===== src/rtl/id_ex_pipe_reg_pkg.sv =====
// ---------------------------------------------------------------------------
// pipe_pkg
// Shared types and constants for the ID/EX pipeline register slice.
//   ALUOP_*      : 2-bit ALU op encodings produced by the main decoder
//   FUNCT_W      : width of the instruction function field
//   REG_ADDR_W   : register index width
//   id_ex_ctrl_t : control bundle carried from decode into execute
//   CTRL_BUBBLE  : control bundle of an inserted bubble (all zero)
//   ld_action_e  : what the EX-side registers do on the next clock edge
// ---------------------------------------------------------------------------
package pipe_pkg;

  localparam logic [1:0] ALUOP_ADD   = 2'b00;
  localparam logic [1:0] ALUOP_BR    = 2'b01;
  localparam logic [1:0] ALUOP_RTYPE = 2'b10;
  localparam logic [1:0] ALUOP_IMM   = 2'b11;

  localparam int FUNCT_W    = 6;
  localparam int REG_ADDR_W = 5;

  typedef struct packed {
    logic               reg_write;
    logic               mem_read;
    logic               mem_write;
    logic               alu_src;
    logic [1:0]         alu_op;
    logic [FUNCT_W-1:0] funct;
  } id_ex_ctrl_t;

  // A bubble must look like an add that writes nothing and touches no memory.
  localparam id_ex_ctrl_t CTRL_BUBBLE = '0;

  typedef enum logic [1:0] {
    LOAD_BUBBLE = 2'b00,
    LOAD_HOLD   = 2'b01,
    LOAD_ID     = 2'b10
  } ld_action_e;

endpackage


===== src/rtl/id_ex_pipe_reg_if.sv =====
// ---------------------------------------------------------------------------
// id_ex_pipe_reg_if
// Bundle of every signal crossing the ID/EX register apart from clk/rst_n.
//   master modport : decode/execute side (drives id_*, flush, ex_hold;
//                    observes id_stall and ex_*)
//   slave modport  : the pipeline register itself
// Optional macro ID_EX_BUBBLE_CNT_EN adds the bubble_cnt[15:0] signal.
// ---------------------------------------------------------------------------
interface id_ex_pipe_reg_if #(
  parameter int DW   = 32,
  parameter int RA_W = 5
);

  logic            id_valid;
  logic [1:0]      id_alu_op;
  logic [5:0]      id_funct;
  logic [DW-1:0]   id_rs_data;
  logic [DW-1:0]   id_rt_data;
  logic [DW-1:0]   id_imm;
  logic [RA_W-1:0] id_rs_addr;
  logic [RA_W-1:0] id_rt_addr;
  logic [RA_W-1:0] id_rd_addr;
  logic            id_reg_write;
  logic            id_mem_read;
  logic            id_mem_write;
  logic            id_alu_src;
  logic            flush;
  logic            ex_hold;

  logic            id_stall;
  logic            ex_valid;
  logic [1:0]      ex_alu_op;
  logic [5:0]      ex_funct;
  logic [DW-1:0]   ex_rs_data;
  logic [DW-1:0]   ex_rt_data;
  logic [DW-1:0]   ex_imm;
  logic [RA_W-1:0] ex_rs_addr;
  logic [RA_W-1:0] ex_rt_addr;
  logic [RA_W-1:0] ex_rd_addr;
  logic            ex_reg_write;
  logic            ex_mem_read;
  logic            ex_mem_write;
  logic            ex_alu_src;
`ifdef ID_EX_BUBBLE_CNT_EN
  logic [15:0]     bubble_cnt;
`endif

  modport master (
`ifdef ID_EX_BUBBLE_CNT_EN
    input  bubble_cnt,
`endif
    output id_valid, id_alu_op, id_funct, id_rs_data, id_rt_data, id_imm,
    output id_rs_addr, id_rt_addr, id_rd_addr,
    output id_reg_write, id_mem_read, id_mem_write, id_alu_src,
    output flush, ex_hold,
    input  id_stall, ex_valid, ex_alu_op, ex_funct,
    input  ex_rs_data, ex_rt_data, ex_imm,
    input  ex_rs_addr, ex_rt_addr, ex_rd_addr,
    input  ex_reg_write, ex_mem_read, ex_mem_write, ex_alu_src
  );

  modport slave (
`ifdef ID_EX_BUBBLE_CNT_EN
    output bubble_cnt,
`endif
    input  id_valid, id_alu_op, id_funct, id_rs_data, id_rt_data, id_imm,
    input  id_rs_addr, id_rt_addr, id_rd_addr,
    input  id_reg_write, id_mem_read, id_mem_write, id_alu_src,
    input  flush, ex_hold,
    output id_stall, ex_valid, ex_alu_op, ex_funct,
    output ex_rs_data, ex_rt_data, ex_imm,
    output ex_rs_addr, ex_rt_addr, ex_rd_addr,
    output ex_reg_write, ex_mem_read, ex_mem_write, ex_alu_src
  );

endinterface


===== src/rtl/id_ex_pipe_reg_load_use_detect.sv =====
// ---------------------------------------------------------------------------
// load_use_detect
// Purely combinational load-use hazard check between the load sitting in EX
// and the instruction waiting in ID.
//   ex_valid, ex_mem_read, ex_rd_addr : EX-side instruction
//   id_valid, id_rs_addr, id_rt_addr  : ID-side instruction
//   load_use                          : 1 = ID needs a loaded value not yet ready
// ---------------------------------------------------------------------------
module load_use_detect #(
  parameter int RA_W = 5
) (
  input  logic            ex_valid,
  input  logic            ex_mem_read,
  input  logic [RA_W-1:0] ex_rd_addr,
  input  logic            id_valid,
  input  logic [RA_W-1:0] id_rs_addr,
  input  logic [RA_W-1:0] id_rt_addr,
  output logic            load_use
);

  // rt is compared even for instructions that take an immediate operand B;
  // an occasional needless stall is cheaper than decoding operand usage here.
  // Register 0 is hard-wired, so a load into it never creates a dependency.
  always_comb begin
    load_use = ex_valid & ex_mem_read & (ex_rd_addr != '0) & id_valid &
               ((ex_rd_addr == id_rs_addr) | (ex_rd_addr == id_rt_addr));
  end

endmodule


===== src/rtl/id_ex_pipe_reg.sv =====
// ---------------------------------------------------------------------------
// id_ex_pipe_reg
// Decode-to-execute pipeline register. Latches operands, register indices and
// control (ALU op and funct pass through unchanged), inserts a one-cycle
// bubble on a load-use hazard and back-pressures fetch/decode via id_stall.
//   clk   : clock, rising edge
//   rst_n : asynchronous active-low reset (all ex_* outputs forced to 0)
//   bus   : id_ex_pipe_reg_if slave modport (id_* in, flush, ex_hold in,
//           id_stall and ex_* out)
// Optional macro ID_EX_BUBBLE_CNT_EN: adds a saturating 16-bit count of
// load-use bubbles on bus.bubble_cnt.
// ---------------------------------------------------------------------------
module id_ex_pipe_reg
  import pipe_pkg::*;
#(
  parameter int DW   = 32,
  parameter int RA_W = REG_ADDR_W
) (
  input  logic              clk,
  input  logic              rst_n,
  id_ex_pipe_reg_if.slave   bus
);

  logic            valid_q;
  id_ex_ctrl_t     ctrl_q;
  id_ex_ctrl_t     id_ctrl;
  logic [DW-1:0]   rs_data_q;
  logic [DW-1:0]   rt_data_q;
  logic [DW-1:0]   imm_q;
  logic [RA_W-1:0] rs_addr_q;
  logic [RA_W-1:0] rt_addr_q;
  logic [RA_W-1:0] rd_addr_q;
  logic            load_use;
  ld_action_e      action;

  load_use_detect #(.RA_W(RA_W)) u_load_use_detect (
    .ex_valid    (valid_q),
    .ex_mem_read (ctrl_q.mem_read),
    .ex_rd_addr  (rd_addr_q),
    .id_valid    (bus.id_valid),
    .id_rs_addr  (bus.id_rs_addr),
    .id_rt_addr  (bus.id_rt_addr),
    .load_use    (load_use)
  );

  always_comb begin
    id_ctrl           = CTRL_BUBBLE;
    id_ctrl.reg_write = bus.id_reg_write;
    id_ctrl.mem_read  = bus.id_mem_read;
    id_ctrl.mem_write = bus.id_mem_write;
    id_ctrl.alu_src   = bus.id_alu_src;
    id_ctrl.alu_op    = bus.id_alu_op;
    id_ctrl.funct     = bus.id_funct;
  end

  // Edge priority: flush squashes everything, then a held EX freezes the
  // register, then a hazard or an empty decode slot yields a bubble.
  always_comb begin
    action = LOAD_ID;
    if (bus.flush) begin
      action = LOAD_BUBBLE;
    end else if (bus.ex_hold) begin
      action = LOAD_HOLD;
    end else if (load_use || !bus.id_valid) begin
      action = LOAD_BUBBLE;
    end
  end

  // A flush makes whatever sits in decode irrelevant, so it never stalls.
  assign bus.id_stall = ~bus.flush & (load_use | bus.ex_hold);

  always_ff @(posedge clk or negedge rst_n) begin
    if (!rst_n) begin
      valid_q   <= 1'b0;
      ctrl_q    <= CTRL_BUBBLE;
      rs_data_q <= '0;
      rt_data_q <= '0;
      imm_q     <= '0;
      rs_addr_q <= '0;
      rt_addr_q <= '0;
      rd_addr_q <= '0;
    end else begin
      case (action)
        LOAD_BUBBLE: begin
          valid_q   <= 1'b0;
          ctrl_q    <= CTRL_BUBBLE;
          rs_data_q <= '0;
          rt_data_q <= '0;
          imm_q     <= '0;
          rs_addr_q <= '0;
          rt_addr_q <= '0;
          rd_addr_q <= '0;
        end
        LOAD_ID: begin
          valid_q   <= 1'b1;
          ctrl_q    <= id_ctrl;
          rs_data_q <= bus.id_rs_data;
          rt_data_q <= bus.id_rt_data;
          imm_q     <= bus.id_imm;
          rs_addr_q <= bus.id_rs_addr;
          rt_addr_q <= bus.id_rt_addr;
          rd_addr_q <= bus.id_rd_addr;
        end
        default: begin
        end
      endcase
    end
  end

  assign bus.ex_valid     = valid_q;
  assign bus.ex_alu_op    = ctrl_q.alu_op;
  assign bus.ex_funct     = ctrl_q.funct;
  assign bus.ex_reg_write = ctrl_q.reg_write;
  assign bus.ex_mem_read  = ctrl_q.mem_read;
  assign bus.ex_mem_write = ctrl_q.mem_write;
  assign bus.ex_alu_src   = ctrl_q.alu_src;
  assign bus.ex_rs_data   = rs_data_q;
  assign bus.ex_rt_data   = rt_data_q;
  assign bus.ex_imm       = imm_q;
  assign bus.ex_rs_addr   = rs_addr_q;
  assign bus.ex_rt_addr   = rt_addr_q;
  assign bus.ex_rd_addr   = rd_addr_q;

`ifdef ID_EX_BUBBLE_CNT_EN
  logic [15:0] bubble_cnt_q;
  logic        lu_bubble;

  // Only hazard bubbles count; flush and hold take precedence over load_use.
  assign lu_bubble = ~bus.flush & ~bus.ex_hold & load_use;

  always_ff @(posedge clk or negedge rst_n) begin
    if (!rst_n) begin
      bubble_cnt_q <= '0;
    end else if (lu_bubble && (bubble_cnt_q != 16'hFFFF)) begin
      bubble_cnt_q <= bubble_cnt_q + 16'd1;
    end
  end

  assign bus.bubble_cnt = bubble_cnt_q;
`endif

endmodule


===== src/flat_wrapper.sv =====
// flat-port wrapper written by rule: the top's interface ports become plain ports
module id_ex_pipe_reg_flat import pipe_pkg::*;
#(
  parameter int DW   = 32,
  parameter int RA_W = REG_ADDR_W
)
  (clk, rst_n, bus_id_valid, bus_id_alu_op, bus_id_funct, bus_id_rs_data, bus_id_rt_data, bus_id_imm, bus_id_rs_addr, bus_id_rt_addr, bus_id_rd_addr, bus_id_reg_write, bus_id_mem_read, bus_id_mem_write, bus_id_alu_src, bus_flush, bus_ex_hold, bus_id_stall, bus_ex_valid, bus_ex_alu_op, bus_ex_funct, bus_ex_rs_data, bus_ex_rt_data, bus_ex_imm, bus_ex_rs_addr, bus_ex_rt_addr, bus_ex_rd_addr, bus_ex_reg_write, bus_ex_mem_read, bus_ex_mem_write, bus_ex_alu_src);
  id_ex_pipe_reg_if #(.DW(DW), .RA_W(RA_W)) bus_i ();
  input  logic clk;
  input  logic rst_n;
  input wire logic [$bits(bus_i.id_valid)-1:0] bus_id_valid;
  input wire logic [$bits(bus_i.id_alu_op)-1:0] bus_id_alu_op;
  input wire logic [$bits(bus_i.id_funct)-1:0] bus_id_funct;
  input wire logic [$bits(bus_i.id_rs_data)-1:0] bus_id_rs_data;
  input wire logic [$bits(bus_i.id_rt_data)-1:0] bus_id_rt_data;
  input wire logic [$bits(bus_i.id_imm)-1:0] bus_id_imm;
  input wire logic [$bits(bus_i.id_rs_addr)-1:0] bus_id_rs_addr;
  input wire logic [$bits(bus_i.id_rt_addr)-1:0] bus_id_rt_addr;
  input wire logic [$bits(bus_i.id_rd_addr)-1:0] bus_id_rd_addr;
  input wire logic [$bits(bus_i.id_reg_write)-1:0] bus_id_reg_write;
  input wire logic [$bits(bus_i.id_mem_read)-1:0] bus_id_mem_read;
  input wire logic [$bits(bus_i.id_mem_write)-1:0] bus_id_mem_write;
  input wire logic [$bits(bus_i.id_alu_src)-1:0] bus_id_alu_src;
  input wire logic [$bits(bus_i.flush)-1:0] bus_flush;
  input wire logic [$bits(bus_i.ex_hold)-1:0] bus_ex_hold;
  output wire logic [$bits(bus_i.id_stall)-1:0] bus_id_stall;
  output wire logic [$bits(bus_i.ex_valid)-1:0] bus_ex_valid;
  output wire logic [$bits(bus_i.ex_alu_op)-1:0] bus_ex_alu_op;
  output wire logic [$bits(bus_i.ex_funct)-1:0] bus_ex_funct;
  output wire logic [$bits(bus_i.ex_rs_data)-1:0] bus_ex_rs_data;
  output wire logic [$bits(bus_i.ex_rt_data)-1:0] bus_ex_rt_data;
  output wire logic [$bits(bus_i.ex_imm)-1:0] bus_ex_imm;
  output wire logic [$bits(bus_i.ex_rs_addr)-1:0] bus_ex_rs_addr;
  output wire logic [$bits(bus_i.ex_rt_addr)-1:0] bus_ex_rt_addr;
  output wire logic [$bits(bus_i.ex_rd_addr)-1:0] bus_ex_rd_addr;
  output wire logic [$bits(bus_i.ex_reg_write)-1:0] bus_ex_reg_write;
  output wire logic [$bits(bus_i.ex_mem_read)-1:0] bus_ex_mem_read;
  output wire logic [$bits(bus_i.ex_mem_write)-1:0] bus_ex_mem_write;
  output wire logic [$bits(bus_i.ex_alu_src)-1:0] bus_ex_alu_src;
  assign bus_i.id_valid = bus_id_valid;
  assign bus_i.id_alu_op = bus_id_alu_op;
  assign bus_i.id_funct = bus_id_funct;
  assign bus_i.id_rs_data = bus_id_rs_data;
  assign bus_i.id_rt_data = bus_id_rt_data;
  assign bus_i.id_imm = bus_id_imm;
  assign bus_i.id_rs_addr = bus_id_rs_addr;
  assign bus_i.id_rt_addr = bus_id_rt_addr;
  assign bus_i.id_rd_addr = bus_id_rd_addr;
  assign bus_i.id_reg_write = bus_id_reg_write;
  assign bus_i.id_mem_read = bus_id_mem_read;
  assign bus_i.id_mem_write = bus_id_mem_write;
  assign bus_i.id_alu_src = bus_id_alu_src;
  assign bus_i.flush = bus_flush;
  assign bus_i.ex_hold = bus_ex_hold;
  assign bus_id_stall = bus_i.id_stall;
  assign bus_ex_valid = bus_i.ex_valid;
  assign bus_ex_alu_op = bus_i.ex_alu_op;
  assign bus_ex_funct = bus_i.ex_funct;
  assign bus_ex_rs_data = bus_i.ex_rs_data;
  assign bus_ex_rt_data = bus_i.ex_rt_data;
  assign bus_ex_imm = bus_i.ex_imm;
  assign bus_ex_rs_addr = bus_i.ex_rs_addr;
  assign bus_ex_rt_addr = bus_i.ex_rt_addr;
  assign bus_ex_rd_addr = bus_i.ex_rd_addr;
  assign bus_ex_reg_write = bus_i.ex_reg_write;
  assign bus_ex_mem_read = bus_i.ex_mem_read;
  assign bus_ex_mem_write = bus_i.ex_mem_write;
  assign bus_ex_alu_src = bus_i.ex_alu_src;
  id_ex_pipe_reg #(.DW(DW), .RA_W(RA_W)) u_core (.clk(clk), .rst_n(rst_n), .bus(bus_i));
endmodule

===== config.mk =====
export PLATFORM = sky130hd
export DESIGN_NAME = id_ex_pipe_reg_flat
export DESIGN_NICKNAME = d
export VERILOG_FILES = /design/src/rtl/id_ex_pipe_reg_pkg.sv /design/src/rtl/id_ex_pipe_reg_if.sv /design/src/rtl/id_ex_pipe_reg_load_use_detect.sv /design/src/rtl/id_ex_pipe_reg.sv /design/src/flat_wrapper.sv
export SDC_FILE = /design/constraint.sdc
export NUM_CORES = 1
export LEC_CHECK = 0
export ABC_AREA = 1
export CORE_MARGIN = 2
export CORE_UTILIZATION = 41
export DETAILED_ROUTE_END_ITERATION = 8
export HOLD_SLACK_MARGIN = 0.03
export PLACE_DENSITY = 0.92
export SLEW_MARGIN = 25
export SYNTH_ARGS = -nofsm -noshare
export SYNTH_HDL_FRONTEND = slang
export SYNTH_SLANG_ARGS = --single-unit

===== constraint.sdc =====
create_clock -name clk -period 1.7 [get_ports clk]
set_input_delay 0.34 -clock clk [delete_from_list [all_inputs] [get_ports clk]]
set_output_delay 0.34 -clock clk [all_outputs]
set_load 0.005 [all_outputs]

==> flow_metrics.tcl, run 1 <==
set metrics [dict create \
    status "complete, but fails checks" \
    violations "negative setup slack" \
    power_density_nw_per_um2 856 \
    drive_gt1_share_pct 11.6 \
    crit_path_top_delay_cell "clkdlybuf4s50_1" \
    clock_path_buffers 2 \
    synth_area_um2 5300 \
    diodes 0 \
    overflow 0 \
    grt_usage_pct 26.0 \
    p_leak_nw 4.55 \
    fp.dieW_um 118 \
    vias_per_cell 5.35 \
    vias 5623 \
    top_layer "met4" \
    clock_sinks 124 \
    vdd.ir_drop.worst_mv 0.620 \
    post-dp-hpwl_um 11600 \
    root_buffer "clkbuf_16" \
    post-route-period-util_pct 124 \
    startpoint_type "input pin" \
    synth_warnings 0 \
    port_buffers 252 \
    cts_tree "yes" \
    grt_pass1_vias 5310 \
    syn_to_final_growth_pct 73.1 \
    netSwitchingFraction_pct 22.4 \
    rrSetupSlack_ps -120 \
    maxCapViolCount 0 \
    crit_path_max_incr_delay_ps 510 \
    synth_top_area_share_pct 58.6 \
    ios 253 \
    synth_seq_cells 124 \
    async_flop_share_pct 100 \
    worst_ep_arrival_time_ps 1770 \
    holdWs_ps 286 \
    fmax_ghz 0.474 \
    numCtsBuffers 17 \
    worst_slack_ps -409 \
    first_pass_iters 6 \
    yosysSeqAreaShare_pct 58.6 \
    wl_met3_um 1570 \
    wirelength_um 20100 \
    clk_latency_ps 420 \
    path_max_fanout 3 \
    hold_end "u_core.bus.ex_rs_addr[0]" \
    die_y_um 118 \
    antenna_found_initial 0 \
    htree_num_levels 4 \
    syn_area_per_cell_um2 8.79 \
    p_comb_share_pct 12.7 \
    min_from "bus_id_rs_addr[0]" \
    hold_class "input pin to register" \
    worstSetupEndpointType "output pin" \
    synthTopCellsByArea "dfrtp_1, nand2_1, nand4_1" \
    hold_viol 0 \
    holdPathStages 3 \
    final_cell_area_um2 9170 \
    core_area_um2 12600 \
    crit_path_cell_trace "clkdlybuf4s50_1 > nand2_1 > inv_1 > nor2_1 > nor2_1 > nand3_1 > nand2_2 > nand2_4 > a21oi_2 > buf_2" \
    p_sw_mw 1.76 \
    path_common_cell "nor2_1" \
    place_congestion 0.849 \
    p_clk_share_pct 47.4 \
    grt_setup_unrepaired "yes" \
    rows 41 \
    path_clk_slew_ps 50 \
    skew_ps 7.96 \
    synthFlopType "dfrtp_1" \
    power_frac_seq_pct 39.9 \
    drt_iter0_markers 464 \
    placed_area_um2 8070 \
    met1Wirelength_um 7780 \
    drc 0 \
    synth_top_area_cell "dfrtp_1" \
    final-setup-viol-count 125 \
    r2r_cells 11 \
    routed-wl-met2_um 10000 \
    required_ps 1360 \
    placed_cells 998 \
    dpl_worst_slack_ps -781 \
    dieArea_um2 13800 \
    synth_edf_count 0 \
    ys_types 15 \
    grt_max_degree 65 \
    drv_slew 0 \
    period_needed_ps 2110 \
    postRouteAntennaNets 0 \
    crit_type "input pin to output pin" \
    grt_pass1_wl_um 28400 \
    layout.nets 998 \
    final_cells 1051 \
    tightest_slew_ps 666 \
    slew_headroom_pct 55.6 \
    r2r_start "u_core.bus.ex_rd_addr[3]" \
    p_int_mw 6.09 \
    wl_per_cell_um 19.1 \
    start_util_pct 42.0 \
    synth_fp_nets 731 \
    synthesis.instances 603 \
    r2r_end "u_core.bus.ex_rt_data[23]" \
]
-- worst max-delay path, delay by kind of cell --
family / cells / cell delay, ps
AOI/OAI and AO/OA: 1 / 150
and+or+nand+nor: 6 / 550
buffers and inverters: 3 / 720
-- layout by cell type, fill, tap and decap left out, types with 2 or more instances in the layout --
master	n
nand2_1	264
clkdlybuf4s50_1	242
nand4_1	125
dfrtp_1	119
clkbuf_16	27
buf_4	20
inv_1	9
buf_12	8
inv_2	5
nor2_1	5
nand2_2	5
dfrtp_2	5
nor2_2	4
bufinv_16	4
buf_16	4
buf_8	4
dlygate4sd2_1	4
buf_6	3
xnor2_1	2
nand3_1	2
nor2_4	2
clkinvlp_4	2
clkbuf_1	2
clkinv_2	2
dlymetal6s2s_1	2
-- layout make-up --
class	instances	area, um2
Fill cell	886	3450
Timing Repair Buffer	300	3270
Sequential cell	124	3110
Multi-Input combinational cell	412	1930
Clock buffer	20	447
Tap cell	172	215
Clock inverter	8	145
Inverter	15	58.8
-- state kept, by name (all words and copies together) (netlist names) --
| register | flops |
|---|---|
| u_core.bus.ex_imm | 32 |
| u_core.bus.ex_mem_read | 1 |
| u_core.bus.ex_alu_src | 1 |
| u_core.bus.ex_rt_data | 32 |
| u_core.bus.ex_rs_data | 32 |
| u_core.bus.ex_reg_write | 1 |
| u_core.bus.ex_mem_write | 1 |
| u_core.bus.ex_alu_op | 2 |
| u_core.bus.ex_rd_addr | 5 |
| u_core.bus.ex_rt_addr | 5 |
| u_core.bus.ex_funct | 6 |
| u_core.bus.ex_valid | 1 |
| u_core.bus.ex_rs_addr | 5 |
-- kinds of logic (layout without fill, tap and decap cells) --
logic type	Yosys count	in the layout	synth area share [%]
and+or+nand+nor	409	409	35.0
DFF	124	124	58.6
buffers and inverters	67	343	5.95
xor gates and xnor gates	2	2	0.331
AOI/OAI and AO/OA	1	1	0.0944
-- synthesized netlist by cell type (2+ instances only) --
library cell	count
nand2_1	269
nand4_1	125
dfrtp_1	124
clkbuf_1	27
buf_2	15
inv_1	11
nor2_1	10
buf_6	6
buf_1	4
inv_2	4
nand3_1	3
xnor2_1	2
-- worst max-delay path by stage --
stage	from	to	cells past startpoint
finish	bus_id_rs_addr[3]	bus_id_stall	10
global route	u_core.bus.ex_rd_addr[0]	bus_id_stall	9
CTS	u_core.bus.ex_rd_addr[0]	bus_id_stall	8
detailed placement	bus_id_rt_addr[2]	bus_id_stall	10
global placement	bus_id_rt_addr[2]	bus_id_stall	10
floorplan	u_core.bus.ex_rd_addr[0]	bus_id_stall	8
-- power groups by stage --
stage,Clock (mW),Sequential (mW),Combinational (mW)
global route,3.87,3.15,1.07
floorplan,0,3.19,0.245
detailed placement,0,3.18,0.975
finish,3.72,3.13,0.997
CTS,3.73,3.13,0.981
global placement,0,3.18,0.960
-- layer usage --
metal / GRT usage, % / vias up
li1: - / 2559
met5: 0 / -
met4: 11.6 / 0
met2: 42.7 / 290
met3: 6.69 / 58
met1: 32.4 / 2716
-- through the flow --
| step | power [mW] | setup TNS (ps) | util (%) |
|---|---|---|---|
| finish | 7.85 | -8480 | 72.7 |
| global route | 8.09 | -19620 | 72.7 |
| CTS | 7.85 | -17110 | 69.5 |
| detailed placement | 4.15 | -66330 | 63.9 |
| global placement | 4.14 | -62760 | 63.9 |
| floorplan | 3.43 | 0 | - |
-- what timing repair did --
| action | in CTS | in global routing |
|---|---|---|
| buffers inserted | 2 | 7 |
| hold buffers | 1 | 0 |
| endpoints found under the setup margin | 125 | 126 |
| hold endpoints to repair | 124 | 0 |
| pin swaps | 3 | 20 |
| gates cloned | 2 | 14 |
| resized for setup | 23 | 28 |
No activity file was read; power rests on OpenSTA's default activity.
==> run 2, diff against run 1 <==
==> constraint.sdc (replaced) <==
create_clock -name clk -period 1.7 [get_ports clk]
set_input_delay 0.34 -clock clk [delete_from_list [all_inputs] [get_ports clk]]
set_output_delay 0.34 -clock clk [all_outputs]
set_load 0.02 [all_outputs]
==> run 2 against run 1 <==
Compared with the run above: the flow still finishes with violations (negative setup slack); maximum frequency grew 3.5%; global-route usage up 0.16 points; first-iteration DRC count down 16%; combinational power rose by 6%.
==> flow_metrics.tcl, run 2 (synthesis results as in run 1) <==
set metrics [dict create \
    grt_usage_pct 26.2 \
    fill_cells 1021 \
    worst_slack_ps -338 \
    path_max_fanout 4 \
    port_buffers 252 \
    vias_per_cell 5.24 \
    clock_sinks 124 \
    clock_path_buffers 2 \
    postRouteAntennaNets 0 \
    place_congestion 0.864 \
    worst_ep_arrival_time_ps 1700 \
    critical_path_buf_inv_count 2 \
    layout_commonest_cell "nand2_1" \
    status "complete, but fails checks" \
    fp.dieW_um 118 \
    skew_ps 6.33 \
    r2r_start "u_core.bus.ex_rd_addr[1]" \
    dieArea_um2 13800 \
    violations "negative setup slack" \
    cp-endpoint "bus_id_stall" \
    grt_setup_unrepaired "yes" \
    p_leak_nw 4.92 \
    hold_viol 0 \
    start_util_pct 42.0 \
    grt_pass1_vias 5523 \
    startpoint_type "register" \
    rows 41 \
    numCtsBuffers 17 \
    overflow 0 \
    path_delay_family "simple AND/OR/NAND/NOR gates" \
    vdd.ir_drop.worst_mv 0.593 \
    required_ps 1360 \
    r2r_end "u_core.bus.ex_rs_data[30]" \
    fin_setup_tns_ps -1080 \
    die_y_um 118 \
    fmax_ghz 0.491 \
    path_clk_slew_ps 60 \
    rrSetupSlack_ps -40 \
    wl_per_cell_um 17.0 \
    vias 5484 \
    drc 0 \
    hold_class "input pin to register" \
    grt_max_degree 72 \
    drt_iter0_markers 392 \
    post-dp-hpwl_um 12300 \
    first_pass_iters 7 \
    final-setup-viol-count 62 \
    ios 253 \
    slew_headroom_pct 77.9 \
    post-route-period-util_pct 120 \
    power_density_nw_per_um2 851 \
    tightest_slew_ps 331 \
    cts_tree "yes" \
    layout.nets 990 \
    p_total_mw 7.47 \
    maxCapViolCount 0 \
    dpl_worst_slack_ps -415 \
    root_buffer "clkbuf_16" \
    cp.depth 9 \
    crit_type "register to output pin" \
    crit_path_max_incr_delay_ps 420 \
    mostFrequentLayoutCells "nand2_1, nand4_1, clkdlybuf4s50_1" \
    clk_latency_ps 410 \
    core_area_um2 12600 \
    syn_to_final_growth_pct 65.8 \
    crit_path_cell_trace "buf_6 > nand2_4 > nand2_2 > nor2_2 > nand3_2 > nand2_2 > nand2_4 > a21oi_4 > buf_6" \
    drv_slew 0 \
    worst_setup_path_startpoint "u_core.bus.ex_rd_addr[1]" \
    wirelength_um 17700 \
    antenna_found_initial 0 \
    crit_path_top_delay_cell "dfrtp_1" \
    htree_num_levels 4 \
    grt_pass1_wl_um 28700 \
    period_needed_ps 2040 \
    worstSetupEndpointType "output pin" \
    diodes 0 \
    drive_gt1_share_pct 10.5 \
    r2r_cells 12 \
]
[run 2: cell types whose count changed in the layout (fill, tap and decap cells not counted), sizes merged]
cell,change
clkdlybuf4s50,-119
dlygate4sd2,+115
clkbuf,-7
clkinv,+5
bufinv,-3
clkdlybuf4s15,+3
buf,+1
clkinvlp,-1
dlymetal6s2s,+1
[run 2: repair_timing]
item,4_1_cts,5_1_grt
setup endpoints to repair,234,124
hold endpoints to repair,19,0
cloned,0,1
pin swaps,2,21
hold buffers,1,0
setup buffers,2,2
gates resized for setup,128,31
[run 2: area by class of cell]
cell class	instances	area [um2]	area share, %
clock buffer	22	454	5.17
clock inverter	9	72.6	0.826
inverter	15	58.8	0.670
multi-input combinational	412	1950	22.2
sequential	124	3110	35.4
tap	172	215	2.45
timing repair buffer	292	2930	33.3
[run 2: metal layers]
metal	up-vias	GRT usage [%]	routed length, um
met2	264	43.4	8800
met4	0	14.1	733
li1	2538	-	-
met3	54	5.72	1140
met5	-	0	0
met1	2628	31.9	7070
[run 2: how the worst min path moves through the flow]
stage | from | to | slack, ps | depth (start not counted)
floorplan | rst_n | u_core.bus.ex_alu_op[0] | 40 | 0
CTS | rst_n | u_core.bus.ex_alu_op[1] | 360 | 2
finish | bus_id_rs_addr[2] | u_core.bus.ex_rs_addr[2] | 260 | 3
global placement | rst_n | u_core.bus.ex_rt_data[30] | 250 | 1
global route | bus_id_rt_addr[2] | u_core.bus.ex_rt_addr[2] | 270 | 3
detailed placement | rst_n | u_core.bus.ex_alu_op[1] | 250 | 1
[run 2: power by group]
| group | total [mW] | internal, mW | switching [mW] |
|---|---|---|---|
| registers | 3.13 | 3.07 | 0.0638 |
| logic | 1.06 | 0.506 | 0.558 |
| clock network | 3.28 | 2.02 | 1.26 |
[run 2: worst min-delay path, delay by kind of cell]
family	cells	cell delay, ps
simple gates	2	130
buf+inv	1	140
[run 2: per-stage QoR]
step	instance area, um2	hold slack (ps)	utilization (%)	std cells
finish	8780	256	69.6	1046
global route	8780	270	69.6	1046
CTS	8650	356	68.6	1043
detailed placement	8240	252	65.3	1009
global placement	8240	252	65.3	1009
floorplan	5310	44.4	-	603
